<file path="config.mk">
export PLATFORM = sky130hd
export DESIGN_NAME = list_prefetch_cache
export DESIGN_NICKNAME = d
export VERILOG_FILES = /design/src/rtl/list_prefetch_cache.sv
export SDC_FILE = /design/constraint.sdc
export NUM_CORES = 1
export LEC_CHECK = 0
export BUFFER_PORTS_ARGS = -buffer_cell sky130_fd_sc_hd__buf_2
export CORE_MARGIN = 2
export CORE_UTILIZATION = 50
export CTS_CLUSTER_SIZE = 24
export DETAILED_ROUTE_END_ITERATION = 12
export PLACE_DENSITY = 0.73
export SLEW_MARGIN = 20
export SYNTH_ARGS = -nofsm -noshare
export SYNTH_HDL_FRONTEND = slang
export SYNTH_SLANG_ARGS = --single-unit
</file>
<file path="constraint.sdc">
create_clock -name clk_i -period 2.35 [get_ports clk_i]
set_input_delay 0.1175 -clock clk_i [delete_from_list [all_inputs] [get_ports clk_i]]
set_output_delay 0.1175 -clock clk_i [all_outputs]
set_load 0.05 [all_outputs]
</file>
<file path="src/rtl/list_prefetch_cache.sv">
// Prefetching argument cache: streams a list into a small ring buffer and
// hands the elements, in order, to a consumer over a valid/ready handshake.
module list_prefetch_cache #(
   parameter int TYPE_WIDTH = 32,
   parameter int DEPTH      = 4,
   parameter int LEN_WIDTH  = 16
) (
   input  logic                  clk_i,
   input  logic                  reset_i,
   input  logic                  start_i,
   input  logic [LEN_WIDTH-1:0]  listLen_i,
   input  logic [TYPE_WIDTH-1:0] listIn_i,
   input  logic                  listValid_i,
   output logic                  next_o,
   input  logic                  ready_i,
   output logic [TYPE_WIDTH-1:0] argOut_o,
   output logic                  argValid_o,
   output logic                  argLast_o,
   output logic                  busy_o,
   output logic                  done_o
);

   localparam int PW = $clog2(DEPTH);
   localparam logic [PW:0] FULL_COUNT = (PW+1)'(DEPTH);

   typedef enum logic [1:0] {IDLE, RUN, FIN} state_t;

   state_t                state_q, state_d;
   logic [PW-1:0]         wrPtr_q, wrPtr_d;
   logic [PW-1:0]         rdPtr_q, rdPtr_d;
   logic [PW:0]           count_q, count_d;
   logic [LEN_WIDTH-1:0]  fetchRem_q, fetchRem_d;
   logic [LEN_WIDTH-1:0]  deliverRem_q, deliverRem_d;
   logic                  zeroDone_q, zeroDone_d;
   logic [TYPE_WIDTH-1:0] mem [DEPTH];
   logic                  push;
   logic                  pop;

   // All outputs come from registers only, so the consumer never sees a combinational path from READY.
   assign next_o     = (state_q == RUN) && (fetchRem_q != '0) && (count_q != FULL_COUNT);
   assign argValid_o = (count_q != '0);
   assign argOut_o   = argValid_o ? mem[rdPtr_q] : '0;
   assign argLast_o  = argValid_o && (deliverRem_q == LEN_WIDTH'(1));
   assign busy_o     = (state_q != IDLE);
   assign done_o     = (state_q == FIN) || zeroDone_q;
   assign push       = next_o && listValid_i;
   assign pop        = argValid_o && ready_i;

   always_comb begin
      state_d      = state_q;
      wrPtr_d      = wrPtr_q;
      rdPtr_d      = rdPtr_q;
      count_d      = count_q;
      fetchRem_d   = fetchRem_q;
      deliverRem_d = deliverRem_q;
      zeroDone_d   = 1'b0;

      if (push) begin
         wrPtr_d    = wrPtr_q + PW'(1);
         fetchRem_d = fetchRem_q - LEN_WIDTH'(1);
      end
      if (pop) begin
         rdPtr_d      = rdPtr_q + PW'(1);
         deliverRem_d = deliverRem_q - LEN_WIDTH'(1);
      end
      case ({push, pop})
         2'b10:   count_d = count_q + (PW+1)'(1);
         2'b01:   count_d = count_q - (PW+1)'(1);
         default: count_d = count_q;
      endcase

      // A zero-length list never enters RUN; it only produces the DONE pulse.
      case (state_q)
         IDLE: begin
            if (start_i) begin
               if (listLen_i != '0) begin
                  state_d      = RUN;
                  fetchRem_d   = listLen_i;
                  deliverRem_d = listLen_i;
               end else begin
                  zeroDone_d = 1'b1;
               end
            end
         end
         RUN: begin
            if (pop && (deliverRem_q == LEN_WIDTH'(1))) state_d = FIN;
         end
         FIN:     state_d = IDLE;
         default: state_d = IDLE;
      endcase
   end

   always_ff @(posedge clk_i) begin
      if (reset_i) begin
         state_q      <= IDLE;
         wrPtr_q      <= '0;
         rdPtr_q      <= '0;
         count_q      <= '0;
         fetchRem_q   <= '0;
         deliverRem_q <= '0;
         zeroDone_q   <= 1'b0;
      end else begin
         state_q      <= state_d;
         wrPtr_q      <= wrPtr_d;
         rdPtr_q      <= rdPtr_d;
         count_q      <= count_d;
         fetchRem_q   <= fetchRem_d;
         deliverRem_q <= deliverRem_d;
         zeroDone_q   <= zeroDone_d;
      end
   end

   // Buffer storage carries no reset; stale contents are masked by count.
   always_ff @(posedge clk_i) begin
      if (push) mem[wrPtr_q] <= listIn_i;
   end

endmodule
</file>
# Word-level counts from Yosys, hierarchy flattened

Memories as Yosys holds them, arrays and structs flattened. A register that Yosys moved wholly into a read port is not among the register bits.
Cells that the tools add are included.

Reductions and logical operators: 15
Add/sub/neg operators: 6
Bitwise logic cells: 2
Equal/unequal tests: 9
Multiplexer cells: 19

Operator list:

| cell                                                  | count |
|---|---|
| two-way mux 16 bit                                    | 8 |
| two-way mux 32 bit                                    | 1 |
| nonzero test 16 bit                                   | 2 |
| subtractor 16 x 1 -> 16 bit, second input constant    | 2 |
| == test 16 x 1 -> 1 bit, second input constant        | 1 |
| two-way mux 2 bit                                     | 5 |
| logical AND 1 bit                                     | 6 |
| one-hot mux 3 bit (2 select lines)                    | 1 |
| adder 2 x 1 -> 2 bit, second input constant           | 2 |
| == test 2 x 1 -> 1 bit, second input constant         | 2 |
| == test 2 bit, second input constant                  | 2 |
| inequality test 2 bit, second input constant          | 2 |
| one-hot mux 2 bit (2 select lines)                    | 1 |
| nonzero test 2 bit                                    | 2 |
| adder 3 x 1 -> 3 bit, second input constant           | 1 |
| two-way mux 1 bit                                     | 3 |
| inequality test 3 bit, second input constant          | 1 |
| AND reduction 3 bit                                   | 1 |
| nonzero test 3 bit                                    | 1 |
| OR reduction 3 bit                                    | 1 |
| subtractor 3 x 1 -> 3 bit, second input constant      | 1 |
| logical NOT 2 bit                                     | 1 |
| inequality test 2 x 1 -> 1 bit, second input constant | 1 |
| NOT 1 bit                                             | 2 |
| logical OR 1 bit                                      | 1 |

RAM bits: 128
Register bits: 42
Memories: 1
Input bits: 53

Memory list:

| memory | depth | width | rd ports | clocked after Yosys merged registers in | write ports | line | text |
|---|---|---|---|---|---|---|---|
| mem    | 4     | 32    | 1        | 1                                       | 1           | 35   | `logic [TYPE_WIDTH-1:0] mem [DEPTH];` |

# Logic depth before layout (Yosys ltp)

Word-level depth: 8
Gate-level depth with buffers: 13
Mapped depth without buffers: 13

# Least setup slack after synthesis

OpenSTA, ideal clock, no wires.

Path kind: reg2reg
Start: reg fetchRem_q[0]
End: reg count_q[2]
Data arrival time: 2.502 ns
Cell stages (with the launch flop): 14
Slack: -0.222 ns
Cells stage by stage: dfxtp_1 inv_1 ha_1 nor3b_1 nand3_1 nor2_2 nor3_2 clkinv_2 ha_1 inv_1 fa_1 xor2_1 or3_1 a21oi_1

Longest elaborated chain between the ends: 6
Elaborated cells on any way between the ends: 8

Ends and longest elaborated chain:

| what                                                                            | line | text |
|---|---|---|
| start, declared                                                                 | 32   | `logic [LEN_WIDTH-1:0] fetchRem_q, fetchRem_d;` |
| start signal, assigned                                                          | 107  | `fetchRem_q <= fetchRem_d;` |
| nonzero test 16 bit (*)                                                         | 40   | `assign next_o = (state_q == RUN) && (fetchRem_q != '0) && (count_q != FULL_COUNT);` |
| logical AND 1 bit (*) (2 in a row)                                              | 40   |  |
| logical AND 1 bit (*)                                                           | 46   | `assign push = next_o && listValid_i;` |
| == test 2 x 1 -> 1 bit / == test 2 bit (equally long branches)                  | 66   | `case ({push, pop})` |
| one-hot mux 3 bit (2 select lines) / nonzero test 2 bit (equally long branches) | --   |  |
| end signal, assigned                                                            | 106  | `count_q <= count_d;` |
| end, declared                                                                   | 31   | `logic [PW:0] count_q, count_d;` |

Mark *: on every way between the ends. The rest lies on a longest branch, timed or not.
A chain may end at the register's enable or synchronous reset.

# Worst setup path in the final report

Start: reg fetchRem_q[1]
End: reg count_q[2]

Same word-level chain as after synthesis.

==> metrics.md <==
| Metric | Value |
|---|---|
| Status | `finished, final reports clean` |
| Root Driver | `clkbuf_16` |
| Worst slew pin tran | `0.571 ns` |
| Gr ovfl total | `0` |
| RSZ-0062 raised after global routing | `yes` |
| Worst hold stages | `3` |
| Slew HR | `0.616` |
| Minimum clock period | `2.32 ns` |
| Pin count of the biggest net entering global routing | `33` |
| HP Start | `listLen_i[9]` |
| Die area | `approximately 0.015 mm²` |
| Cells after synthesis | `~470` |
| Syn Nets | `about 530` |
| Reg-to-Reg End | `count_q[2]$_SDFFE_PP0P_` |
| Die H | `about 120 µm` |
| Syn_area_per_cell | `about 15 µm²` |
| CP cell instances | `inv_2, ha_4, nor3b_4, nand3_2, nor2_4, nor3_2, clkinv_2, ha_4, inv_2, fa_2, xor2_2, or3_4, a21oi_2` |
| Instance count on the critical path | `13` |
| Top delay family on crit path | `simple AND/OR/NAND/NOR gates` |
| Total GRT Usage | `0.207` |
| First-pass GRT wire length | `~23 mm` |
| CTS clock-pin slew for the worst setup and hold paths | `0.06 ns` |
| Worst Skew | `about 0.007 ns` |
| Fin crit share | `0.988` |
| Seq/Total Area, Yosys | `0.658` |
| Synth warnings | `0` |
| Mapped Area | `just over 0.007 mm²` |
| Worst Hold Class | `input port to flip-flop` |
| Routed wire per std cell | `18.1 µm` |
| Leakage | `around 0.0033 µW` |
| Setup ws final | `about 0.027 ns` |
| Most frequent cell after synthesis | `edfxtp_1` |
| CP max-delay cell | `fa_2` |
| Initial drt markers | `297` |
| Top cells by count, synth | `edfxtp_1 (128), dfxtp_1 (44), nor2b_1 (33)` |
| Antenna-violating nets left | `0` |
| Critical Path RT | `roughly 2.7 ns` |
| Num ports | `90` |
| Final setup viols | `0` |
| Final instance area | `~0.009 mm²` |
| Ys async rst share | `0` |
| Initial antenna violation count | `0` |
| FMAX | `between 0.4 and 0.5 GHz` |
| Max-slew violation count | `0` |
| # DRC | `0` |
| Commonest register cell after synthesis | `edfxtp_1` |
| Worst slack, placed | `-0.128 ns` |
| RR Startpoint | `fetchRem_q[1]$_SDFF_PP0_` |
| Die W | `approximately 120 µm` |
| Worst VDD drop | `approximately 0.58 mV` |
| Layout cell share with drive strength beyond 1 | `0.349` |
| FF-to-FF setup slack | `around 0.027 ns` |
| Placed cell area | `between 0.008 and 0.009 mm²` |
| Clk sinks | `172` |
| Vias in the first global route | `between 4k and 5k` |
| CTS tree | `built` |
| Diode count | `0` |
| Layout Nets | `around 700` |
| CP bufs+invs | `3` |
| Post-DP HPWL | `~10 mm` |
| Worst-skew pair later-pin latency | `0.43 ns` |
| Critical path type | `flip-flop to flip-flop` |
| Placer Congestion | `approximately 0.94` |
| CP Max Fanout | `2` |
| Area of the core | `around 0.014 mm²` |
| CP Capture Type | `flip-flop` |
| Fill cell count | `about 960` |
| Rows | `between 40 and 50` |
| PwrDens | `roughly 1000 mW/mm²` |
| Syn-to-layout area delta | `27.5%` |
| Drt first pass iters | `4` |
| Vias/cell | `roughly 5.4` |
| Post-synth EDFFs | `approximately 130` |
| CP peak stage delay | `~0.34 ns` |
| Routed vias | `roughly 4.4k` |
| Max clock buf depth | `2` |
| Initial Util | `0.515` |
| R2R cell count | `13` |
| Crit start category | `flip-flop` |
| Final wirelength | `about 15 mm` |
| Final core occ | `0.657` |
| Hold Vio Cnt, Final | `0` |
| CP arrival | `roughly 2.7 ns` |
| H-tree level count | `4` |
| Maxcap violations | `0` |
| Yosys top cell area share | `0.535` |
| Total CTS buffers | `17` |
| Flop and latch count out of synthesis | `between 150 and 200` |
| Yosys cell types | `between 40 and 50` |
| Largest area contributor in the netlist | `edfxtp_1` |
| Synth top area cells | `edfxtp_1 (54%), dfxtp_1 (12%), mux4_2 (10%)` |
| Hold Path Sink | `fetchRem_q[9]$_SDFF_PP0_` |
| # port buffers | `a little under 90` |
==> what timing repair did <==
action	in CTS	in global routing
setup endpoints to repair	1	16
pin swaps	6	4
hold buffers	34	0
gates resized for setup	14	6
endpoints found under the hold margin	131	0
buffers inserted	0	3
==> sequential cells by signal (all words and copies together) (netlist names), named ones only <==
signal and count:
mem 128, deliverRem_q 16, fetchRem_q 16, count_q 3, rdPtr_q 2, state_q 2, wrPtr_q 2, zeroDone_q 1
==> routing by layer <==
layer  share of wire  vias to the layer above  global-route usage  wire length [µm]
met5               0                        -                   0                 0
met4           0.012                        0              0.0717               184
met3           0.053                       17              0.0545               778
met2            0.50                      125               0.350              7420
met1            0.43                     2185               0.260              6350
li1                -                     2101                   -                 -
==> cells in the final DEF, fill, tap and decap left out, types with 3 or more instances in the layout <==
cell type      Yosys  layout
a21oi_1           31      30
inv_6              0       3
nor4_4             4       5
dfxtp_2            0       3
nor2b_1           33      33
inv_2              0       3
inv_1             13      10
nor3_2             2       3
nand3b_1           4       4
mux4_2            32      32
xnor2_1            9       9
xor2_1            24      23
bufinv_16          0       4
ha_1               8       6
dlygate4sd3_1      0      34
nand3_1            7       6
buf_12             0       5
nor2_1            19      19
clkinvlp_4         0       3
buf_2              4      88
o21bai_1          16      16
nand2_1           11      11
a31oi_1            3       3
nor4_1             7       6
buf_4              0      28
clkbuf_16          0      17
and2_2             0       4
edfxtp_1         128     128
nor3_1             5       4
dfxtp_1           44      40
nand4_1           10      10
clkinv_1           0       3
==> worst register-to-register path, stage by stage, from the launching register on <==
cell	delay, ns
dfxtp_2	0.33
inv_2	0.07
ha_4	0.13
nor3b_4	0.20
nand3_2	0.13
nor2_4	0.12
nor3_2	0.06
clkinv_2	0.07
ha_4	0.13
inv_2	0.04
fa_2	0.34
xor2_2	0.16
or3_4	0.33
a21oi_2	0.14
==> stage by stage <==
step / hold WS [ns] / instances / total power, µW / TNS (ns)
6_report: 0.0213 / 816 / 9200 / 0
3_3_place_gp: 0.327 / 747 / 6190 / 0
4_1_cts: 0.00490 / 813 / 9240 / -0.0616
5_1_grt: 0.0256 / 816 / 9600 / -0.110
2_1_floorplan: 0.216 / 466 / 5520 / -0.156
3_5_place_dp: 0.334 / 747 / 6260 / -0.128
==> kinds of logic (layout without fill, tap and decap cells) <==
kind of cell | Yosys count | in the layout | share of synthesized area
AOI/OAI and AO/OA | 60 | 60 | 0.0518
xor gates and xnor gates | 33 | 33 | 0.0403
adders and majority gates | 9 | 9 | 0.0167
buffers and inverters | 32 | 202 | 0.0176
DFF | 172 | 172 | 0.658
muxes | 33 | 33 | 0.102
and+or+nand+nor | 127 | 127 | 0.114
==> report_power, final <==
| part | switching, µW | internal, µW | leakage, µW |
|---|---|---|---|
| Clock | 1130 | 1770 | 0.000293 |
| Sequential | 162 | 3400 | 0.00152 |
| Combinational | 1760 | 973 | 0.00145 |
| Total | 3050 | 6150 | 0.00326 |
==> area by class of cell <==
class	count	area [µm²]	share of cell area
multi-input combinational	262	2420	0.265
timing repair buffer	156	1100	0.120
tap	180	225	0.0246
clock inverter	15	194	0.0212
inverter	14	53.8	0.00588
clock buffer	17	425	0.0465
sequential	172	4730	0.517
==> worst max path at each step <==
stage                              from                       to
2_1_floorplan  fetchRem_q[0]$_SDFF_PP0_  count_q[2]$_SDFFE_PP0P_
3_3_place_gp   fetchRem_q[0]$_SDFF_PP0_  count_q[2]$_SDFFE_PP0P_
3_5_place_dp   fetchRem_q[0]$_SDFF_PP0_  count_q[2]$_SDFFE_PP0P_
4_1_cts        fetchRem_q[1]$_SDFF_PP0_  count_q[2]$_SDFFE_PP0P_
5_1_grt        fetchRem_q[0]$_SDFF_PP0_  count_q[2]$_SDFFE_PP0P_
6_report       fetchRem_q[1]$_SDFF_PP0_  count_q[2]$_SDFFE_PP0P_
No activity file was read; power rests on OpenSTA's default activity.
